$ cat src/rtl/dmem_axi_pkg.sv
// Shared types and helpers for the MEM-stage data-memory AXI4-Lite controller.
package dmem_axi_pkg;

    // Controller sequencing states: one read (AR/R) or one write (AW/W/B) per instruction.
    typedef enum logic [2:0] {
        IDLE  = 3'd0,
        RD_A  = 3'd1,
        RD_D  = 3'd2,
        WR_AW = 3'd3,
        WR_B  = 3'd4,
        DONE  = 3'd5
    } dmem_state_e;

    // AXI response codes; anything other than OKAY is a bus error.
    localparam logic [1:0] RESP_OKAY   = 2'b00;
    localparam logic [1:0] RESP_SLVERR = 2'b10;

    // One byte lane of the bit mask collapses to one strobe bit: the lane is
    // written when any of its eight mask bits is set.
    function automatic logic mask_to_strb(input logic [7:0] mask_byte);
        return |mask_byte;
    endfunction

endpackage

$ cat src/rtl/dmem_watchdog.sv
// Transaction watchdog: counts enabled cycles, cleared on demand, and pulses
// 'hit' on the cycle whose count reaches LIMIT. LIMIT of 0 disables it.
module dmem_watchdog #(
    parameter int LIMIT = 1024
) (
    input  logic clk,
    input  logic rst,
    input  logic clr,
    input  logic en,
    output logic hit
);

    localparam int CW = (LIMIT > 1) ? $clog2(LIMIT + 1) : 1;
    localparam logic [CW-1:0] LIM_C    = CW'(LIMIT);
    localparam logic [CW-1:0] LIM_M1_C = CW'(LIMIT - 1);

    logic [CW-1:0] cnt_r;
    logic [CW-1:0] cnt_nxt_s;
    logic          hit_s;

    // Next count and expiry pulse; the counter saturates at LIMIT so expiry fires once.
    always_comb begin
        cnt_nxt_s = cnt_r;
        hit_s     = 1'b0;
        if (clr) begin
            cnt_nxt_s = {CW{1'b0}};
        end else if (en && (LIMIT != 0) && (cnt_r != LIM_C)) begin
            cnt_nxt_s = cnt_r + {{(CW-1){1'b0}}, 1'b1};
            hit_s     = (cnt_r == LIM_M1_C);
        end else begin
            cnt_nxt_s = cnt_r;
        end
    end

    // Count register with synchronous reset.
    always_ff @(posedge clk) begin
        if (rst) begin
            cnt_r <= {CW{1'b0}};
        end else begin
            cnt_r <= cnt_nxt_s;
        end
    end

    assign hit = hit_s;

endmodule

$ cat src/rtl/dmem_axi_ctrl.sv
// MEM-stage data-memory controller: turns EX/MEM load/store requests into a
// single AXI4-Lite read or write, stalls the pipeline until it completes, and
// reports read data and a sticky bus-error flag to MEM/WB.
module dmem_axi_ctrl
    import dmem_axi_pkg::*;
#(
    parameter int ADDR_W = 32,
    parameter int DATA_W = 32,
    parameter int TO_CYC = 1024
) (
    input  logic                clk,
    input  logic                rst,
    input  logic                MemRead_in,
    input  logic                MemWrite_in,
    input  logic [ADDR_W-1:0]   addr_in,
    input  logic [DATA_W-1:0]   wdata_in,
    input  logic [DATA_W-1:0]   wmask_in,
    output logic                CPU_stall,
    output logic [DATA_W-1:0]   rdata_out,
    output logic                done_out,
    output logic                bus_err_out,
    output logic [ADDR_W-1:0]   AWADDR,
    output logic                AWVALID,
    input  logic                AWREADY,
    output logic [DATA_W-1:0]   WDATA,
    output logic [DATA_W/8-1:0] WSTRB,
    output logic                WVALID,
    input  logic                WREADY,
    input  logic [1:0]          BRESP,
    input  logic                BVALID,
    output logic                BREADY,
    output logic [ADDR_W-1:0]   ARADDR,
    output logic                ARVALID,
    input  logic                ARREADY,
    input  logic [DATA_W-1:0]   RDATA,
    input  logic [1:0]          RRESP,
    input  logic                RVALID,
    output logic                RREADY
);

    localparam int STRB_W = DATA_W / 8;

    dmem_state_e       state_r, state_nxt_s;
    logic              arvalid_r, arvalid_nxt_s;
    logic              rready_r, rready_nxt_s;
    logic              awvalid_r, awvalid_nxt_s;
    logic              wvalid_r, wvalid_nxt_s;
    logic              bready_r, bready_nxt_s;
    logic              aw_done_r, aw_done_nxt_s;
    logic              w_done_r, w_done_nxt_s;
    logic              done_r, done_nxt_s;
    logic              bus_err_r, bus_err_nxt_s;
    logic [ADDR_W-1:0] araddr_r, araddr_nxt_s;
    logic [ADDR_W-1:0] awaddr_r, awaddr_nxt_s;
    logic [DATA_W-1:0] wdata_r, wdata_nxt_s;
    logic [STRB_W-1:0] wstrb_r, wstrb_nxt_s;
    logic [DATA_W-1:0] rdata_r, rdata_nxt_s;
    logic [STRB_W-1:0] strb_s;
    logic              wd_clr_s, wd_en_s, wd_hit_s;

    // Byte strobes derived lane by lane from the bit-level write mask.
    always_comb begin
        strb_s = {STRB_W{1'b0}};
        for (int i = 0; i < STRB_W; i++) begin
            strb_s[i] = mask_to_strb(wmask_in[8*i +: 8]);
        end
    end

    // Watchdog runs only while a bus transaction is outstanding.
    always_comb begin
        wd_clr_s = (state_r == IDLE);
        wd_en_s  = (state_r == RD_A) || (state_r == RD_D) ||
                   (state_r == WR_AW) || (state_r == WR_B);
    end

    dmem_watchdog #(
        .LIMIT (TO_CYC)
    ) u_watchdog (
        .clk (clk),
        .rst (rst),
        .clr (wd_clr_s),
        .en  (wd_en_s),
        .hit (wd_hit_s)
    );

    // Next-state and next-output logic; every register holds unless a transition changes it.
    always_comb begin
        state_nxt_s   = state_r;
        arvalid_nxt_s = arvalid_r;
        rready_nxt_s  = rready_r;
        awvalid_nxt_s = awvalid_r;
        wvalid_nxt_s  = wvalid_r;
        bready_nxt_s  = bready_r;
        aw_done_nxt_s = aw_done_r;
        w_done_nxt_s  = w_done_r;
        araddr_nxt_s  = araddr_r;
        awaddr_nxt_s  = awaddr_r;
        wdata_nxt_s   = wdata_r;
        wstrb_nxt_s   = wstrb_r;
        rdata_nxt_s   = rdata_r;
        done_nxt_s    = 1'b0;
        bus_err_nxt_s = bus_err_r | wd_hit_s;

        case (state_r)
            IDLE: begin
                // A store takes priority; a simultaneous load request is dropped.
                if (MemWrite_in) begin
                    state_nxt_s   = WR_AW;
                    awvalid_nxt_s = 1'b1;
                    wvalid_nxt_s  = 1'b1;
                    aw_done_nxt_s = 1'b0;
                    w_done_nxt_s  = 1'b0;
                    awaddr_nxt_s  = addr_in;
                    wdata_nxt_s   = wdata_in;
                    wstrb_nxt_s   = strb_s;
                end else if (MemRead_in) begin
                    state_nxt_s   = RD_A;
                    arvalid_nxt_s = 1'b1;
                    araddr_nxt_s  = addr_in;
                end else begin
                    state_nxt_s   = IDLE;
                end
            end

            RD_A: begin
                if (ARREADY) begin
                    state_nxt_s   = RD_D;
                    arvalid_nxt_s = 1'b0;
                    rready_nxt_s  = 1'b1;
                end else begin
                    state_nxt_s   = RD_A;
                end
            end

            RD_D: begin
                if (RVALID) begin
                    state_nxt_s   = DONE;
                    rready_nxt_s  = 1'b0;
                    rdata_nxt_s   = RDATA;
                    done_nxt_s    = 1'b1;
                    bus_err_nxt_s = bus_err_r | wd_hit_s | (RRESP != RESP_OKAY);
                end else begin
                    state_nxt_s   = RD_D;
                end
            end

            WR_AW: begin
                // AW and W complete independently, possibly in the same cycle.
                aw_done_nxt_s = aw_done_r | (awvalid_r & AWREADY);
                w_done_nxt_s  = w_done_r | (wvalid_r & WREADY);
                awvalid_nxt_s = awvalid_r & ~AWREADY;
                wvalid_nxt_s  = wvalid_r & ~WREADY;
                if (aw_done_nxt_s && w_done_nxt_s) begin
                    state_nxt_s   = WR_B;
                    bready_nxt_s  = 1'b1;
                    aw_done_nxt_s = 1'b0;
                    w_done_nxt_s  = 1'b0;
                end else begin
                    state_nxt_s   = WR_AW;
                end
            end

            WR_B: begin
                if (BVALID) begin
                    state_nxt_s   = DONE;
                    bready_nxt_s  = 1'b0;
                    done_nxt_s    = 1'b1;
                    bus_err_nxt_s = bus_err_r | wd_hit_s | (BRESP != RESP_OKAY);
                end else begin
                    state_nxt_s   = WR_B;
                end
            end

            DONE: begin
                state_nxt_s = IDLE;
            end

            default: begin
                state_nxt_s   = IDLE;
                arvalid_nxt_s = 1'b0;
                rready_nxt_s  = 1'b0;
                awvalid_nxt_s = 1'b0;
                wvalid_nxt_s  = 1'b0;
                bready_nxt_s  = 1'b0;
                aw_done_nxt_s = 1'b0;
                w_done_nxt_s  = 1'b0;
            end
        endcase
    end

    // State and output registers; reset drops every VALID/READY in the same edge.
    always_ff @(posedge clk) begin
        if (rst) begin
            state_r   <= IDLE;
            arvalid_r <= 1'b0;
            rready_r  <= 1'b0;
            awvalid_r <= 1'b0;
            wvalid_r  <= 1'b0;
            bready_r  <= 1'b0;
            aw_done_r <= 1'b0;
            w_done_r  <= 1'b0;
            done_r    <= 1'b0;
            bus_err_r <= 1'b0;
            araddr_r  <= {ADDR_W{1'b0}};
            awaddr_r  <= {ADDR_W{1'b0}};
            wdata_r   <= {DATA_W{1'b0}};
            wstrb_r   <= {STRB_W{1'b0}};
            rdata_r   <= {DATA_W{1'b0}};
        end else begin
            state_r   <= state_nxt_s;
            arvalid_r <= arvalid_nxt_s;
            rready_r  <= rready_nxt_s;
            awvalid_r <= awvalid_nxt_s;
            wvalid_r  <= wvalid_nxt_s;
            bready_r  <= bready_nxt_s;
            aw_done_r <= aw_done_nxt_s;
            w_done_r  <= w_done_nxt_s;
            done_r    <= done_nxt_s;
            bus_err_r <= bus_err_nxt_s;
            araddr_r  <= araddr_nxt_s;
            awaddr_r  <= awaddr_nxt_s;
            wdata_r   <= wdata_nxt_s;
            wstrb_r   <= wstrb_nxt_s;
            rdata_r   <= rdata_nxt_s;
        end
    end

    // Stall asserts as soon as a request is seen in IDLE and releases in DONE,
    // so EX/MEM advances exactly once per access.
    assign CPU_stall = ((state_r == IDLE) && (MemRead_in || MemWrite_in)) ||
                       ((state_r != IDLE) && (state_r != DONE));

    assign rdata_out   = rdata_r;
    assign done_out    = done_r;
    assign bus_err_out = bus_err_r;
    assign AWADDR      = awaddr_r;
    assign AWVALID     = awvalid_r;
    assign WDATA       = wdata_r;
    assign WSTRB       = wstrb_r;
    assign WVALID      = wvalid_r;
    assign BREADY      = bready_r;
    assign ARADDR      = araddr_r;
    assign ARVALID     = arvalid_r;
    assign RREADY      = rready_r;

endmodule
$ cat config.mk
export PLATFORM = sky130hd
export DESIGN_NAME = dmem_axi_ctrl
export DESIGN_NICKNAME = d
export VERILOG_FILES = /design/src/rtl/dmem_axi_pkg.sv /design/src/rtl/dmem_watchdog.sv /design/src/rtl/dmem_axi_ctrl.sv
export SDC_FILE = /design/constraint.sdc
export NUM_CORES = 1
export LEC_CHECK = 0
export BUFFER_PORTS_ARGS = -buffer_cell sky130_fd_sc_hd__buf_4
export CORE_MARGIN = 1
export CORE_UTILIZATION = 38
export CTS_CLUSTER_SIZE = 8
export DETAILED_ROUTE_END_ITERATION = 10
export GPL_TIMING_DRIVEN = 1
export MAX_ROUTING_LAYER = met4
export PLACE_DENSITY = 0.76
export RECOVER_POWER = 25
export SYNTH_ARGS = -nofsm -noshare
export SYNTH_HDL_FRONTEND = slang
export SYNTH_HIERARCHICAL = 1
export SYNTH_SLANG_ARGS = --single-unit
$ cat constraint.sdc
create_clock -name clk -period 2.6 [get_ports clk]
set_input_delay 0.39 -clock clk [delete_from_list [all_inputs] [get_ports clk]]
set_output_delay 0.39 -clock clk [all_outputs]
set_load 0.02 [all_outputs]
==> impl_metrics.env <==
export IMPL_outcome="completed"
export IMPL_worstPathCellList="clkbuf_1, nor4_1, o21ai_0, buf_4"
export IMPL_fin_setup_tns_ns=0
export IMPL_synth_enable_flop_cells=0
export IMPL_final_cell_area_um2=8426
export IMPL_start_kind="flip-flop"
export IMPL_drc=0
export IMPL_p_switching_w=0.002162
export IMPL_timing_critical_path_slowest_stage_cell="sky130_fd_sc_hd__dfxtp_1"
export IMPL_grt_start_max_net_pins=80
export IMPL_multi_input_comb_area_um2=2505
export IMPL_gr_usage_all_layers_pct=21.27
export IMPL_worst_slew_margin_rel_pct=54.87
export IMPL_max_vdd_ir_drop_uv=421.9
export IMPL_antenna_left=0
export IMPL_yosys_warnings=6
export IMPL_area_growth_syn_to_layout_pct=42.76
export IMPL_netSwitchingFraction_pct=31.37
export IMPL_numCtsBuffers=17
export IMPL_post_cts_buffers=0
export IMPL_critPathMaxFanout=10
export IMPL_nets=1139
export IMPL_synth_cell_type_count=51
export IMPL_synth_seq_cells=155
export IMPL_first_global_vias=5287
export IMPL_post_synth_inst_count=738
export IMPL_route_vias_total=5930
export IMPL_std_cell_rows=45
export IMPL_number_of_cells_traversed_by_the_worst_register_to_register_path=7
export IMPL_timing_max_cap_violations=0
export IMPL_setup_crit_path_kind="flip-flop to primary output"
export IMPL_finalCriticalPeriod_ns=2.197
export IMPL_post_route_period_util_pct=84.48
export IMPL_hold_end="rdata_out[9]$_SDFFE_PP0P_"
export IMPL_seq_area_frac_synth_pct=52.58
export IMPL_vias_per_cell=4.954
export IMPL_cts_root_buffer_cell="sky130_fd_sc_hd__clkbuf_16"
export IMPL_fp_dieArea_um2=16030
export IMPL_die_width_um=126.6
export IMPL_setup_violations_final=0
export IMPL_synthArstFlopShare_pct=0
export IMPL_total_leakage_power_nw=3.383
export IMPL_cts_hold_repair_buffers=0
export IMPL_detail_route_wl_per_cell_um=14.21
export IMPL_yosys_most_used_dff="sky130_fd_sc_hd__dfxtp_1"
export IMPL_diodes=0
export IMPL_placed_cell_area_um2=8087
export IMPL_area_of_the_core_um2=15200
export IMPL_global_route_wire_length_before_repair_um=26320
export IMPL_regToRegEndpoint="bus_err_out$_SDFF_PP0_"
export IMPL_end_kind="primary output"
export IMPL_area_taken_by_flip_flops_and_latches_um2=3103
export IMPL_cts_resized=0
export IMPL_syn_nets=881
export IMPL_setup_repair_after_global_routing_missed_its_margin="no"
export IMPL_drt_first_iter_violations=359
export IMPL_internal_power_w=0.004731
export IMPL_worst_tran_pin_value_ns=0.6770
export IMPL_r2r_start="state_r[0]$_SDFF_PP0_"
export IMPL_finalHoldViolCount=0
export IMPL_level_count_of_the_clock_h_tree=4
export IMPL_required_ns=2.21
export IMPL_final_setup_skew_ns=0.005017
export IMPL_filler_cell_count=1500
export IMPL_post_place_ws_ns=0.5066
export IMPL_cts_tree="done"
export IMPL_cts_num_sinks=155
export IMPL_pwr_share_clk_pct=37.2
export IMPL_crit_arrival_ns=1.81
export IMPL_clock_transition_at_path_regs_ns=0.07
export IMPL_achievable_frequency_mhz=455.3
export IMPL_critical_path_max_stage_delay_ns=0.52
export IMPL_worst_hold_stages=3
export IMPL_post_route_cells_drive_above_1_share_pct=26.07
export IMPL_seq_power_share_pct=40.2
export IMPL_initial_core_util_pct=38.82
export IMPL_floorplan_die_height_um=126.6
export IMPL_holdCritStartpoint="RDATA[9]"
export IMPL_io_buffers=280
export IMPL_dp_hpwl_um=11810
export IMPL_ff2ff_setup_slack_ns=0.48
export IMPL_routabilityCongestion=0.8344
export IMPL_min_path_type="input port to flip-flop"
export IMPL_global_route_overflow_total=0
export IMPL_clock_latency_ns=0.42
export IMPL_combPwrFrac_pct=22.6
export IMPL_number_of_antenna_violations_at_the_first_check_in_global_routing=0
export IMPL_pwr_density_cell_nw_per_um2=818.1
export IMPL_maxSlewViolCount=0
export IMPL_routed_wl_um=17010
export IMPL_cts_max_path_buffers=2
export IMPL_synthesized_cell_area_um2=5902
export IMPL_first_pass_iters=7
export IMPL_synth_avg_cell_area_um2=7.997
export IMPL_worst_slack_ns=0.4034
export IMPL_design_portCount=281
-- routing by layer --
metal	up-vias	routed length (um)	GRT usage, %	share of wire, %
li1	2992	-	-	-
met1	2719	7580	26.16	45
met2	183	8076	34.06	47
met3	36	952	4.682	5.6
met4	0	399	8.221	2.3
met5	-	0	-	0
-- through the flow --
step	utilization [%]	power, W	cells	hold WS [ns]
2_1_floorplan	-	0.003783	738	0.4427
3_3_place_gp	53.19	0.004446	1165	0.4421
3_5_place_dp	53.19	0.004474	1165	0.4466
4_1_cts	57.23	0.007051	1197	0.1972
5_1_grt	55.42	0.007216	1197	0.2051
6_report	55.42	0.006893	1197	0.2150
-- logic make-up (layout without fill, tap and decap cells) --
logic type                 count (synthesis)  in the layout  synth area share, %
and+or+nand+nor                          339            339                24.95
adders and majority gates                  2              2               0.4239
AOI/OAI and AO/OA                        177            177                16.35
buffers and inverters                     61            332                5.045
muxes                                      2              2               0.3604
DFF                                      155            155                52.58
xor gates and xnor gates                   2              2               0.2969
-- critical path, delay by kind of cell (launching register included) --
family	cells	cell delay (ns)
simple gates	1	0.12
flops	1	0.52
buf+inv	2	0.57
compound gates	1	0.18
-- power groups by stage --
| stage | registers [W] | logic [W] | clock network (W) |
|---|---|---|---|
| finish | 0.00277 | 0.00156 | 0.00257 |
| global route | 0.00280 | 0.00170 | 0.00272 |
| CTS | 0.00277 | 0.00166 | 0.00262 |
| detailed placement | 0.00282 | 0.00165 | 0 |
| global placement | 0.00281 | 0.00163 | 0 |
| floorplan | 0.00306 | 0.000728 | 0 |
-- worst max path at each step --
stage | slack, ns | endpoint | from
2_1_floorplan | 0.64 | bus_err_out$_SDFF_PP0_ | state_r[0]$_SDFF_PP0_
3_3_place_gp | 0.55 | bus_err_out$_SDFF_PP0_ | state_r[0]$_SDFF_PP0_
3_5_place_dp | 0.51 | bus_err_out$_SDFF_PP0_ | state_r[0]$_SDFF_PP0_
4_1_cts | 0.49 | bus_err_out$_SDFF_PP0_ | state_r[0]$_SDFF_PP0_
5_1_grt | 0.27 | bus_err_out$_SDFF_PP0_ | state_r[0]$_SDFF_PP0_
6_report | 0.40 | CPU_stall | state_r[2]$_SDFF_PP0_
-- Yosys cell counts (all sizes together) (2+ instances only) --
master	instances	area share, %
nor3	5	0.81
or3b	2	0.30
o21ai	12	1.0
or3	3	0.32
nor4	10	1.1
inv	9	0.57
nor2	18	1.1
a32o	2	0.34
dfxtp	155	53
or2	2	0.21
a311oi	4	0.81
buf	22	2.6
nand2	263	17
nand3b	3	0.38
nor4b	4	0.59
nand4	3	0.32
nand3	8	0.68
and2	2	0.21
a31oi	4	0.42
a211oi	2	0.25
and4	2	0.32
or4	5	0.70
o211ai	2	0.25
clkbuf	30	1.9
a21oi	143	12
nand2b	3	0.32
ha	2	0.42
-- placed cells by master (no fill, tap or decap), drive strengths merged, types with 8 or more instances in the layout --
| cell type | netlist | final |
|---|---|---|
| nand2 | 263 | 263 |
| buf | 22 | 218 |
| dfxtp | 155 | 155 |
| a21oi | 143 | 143 |
| clkbuf | 30 | 91 |
| nor2 | 18 | 18 |
| inv | 9 | 15 |
| o21ai | 12 | 12 |
| nor4 | 10 | 10 |
| nand3 | 8 | 8 |
-- cell type report --
type | instances | share of cell area, %
Sequential cell | 155 | 36.83
Multi-Input combinational cell | 522 | 29.73
Timing Repair Buffer | 291 | 22.97
Clock buffer | 18 | 5.094
Tap cell | 188 | 2.792
Clock inverter | 14 | 2.183
Inverter | 9 | 0.4010
-- sequential cells by signal, indices dropped and copies added (netlist names), 3 cells and up --
signal / flops
ARADDR: 32
AWADDR: 32
WDATA: 32
WSTRB: 4
rdata_out: 32
state_r: 3
u_watchdog/cnt_r: 11
No activity file was read; power rests on OpenSTA's default activity.
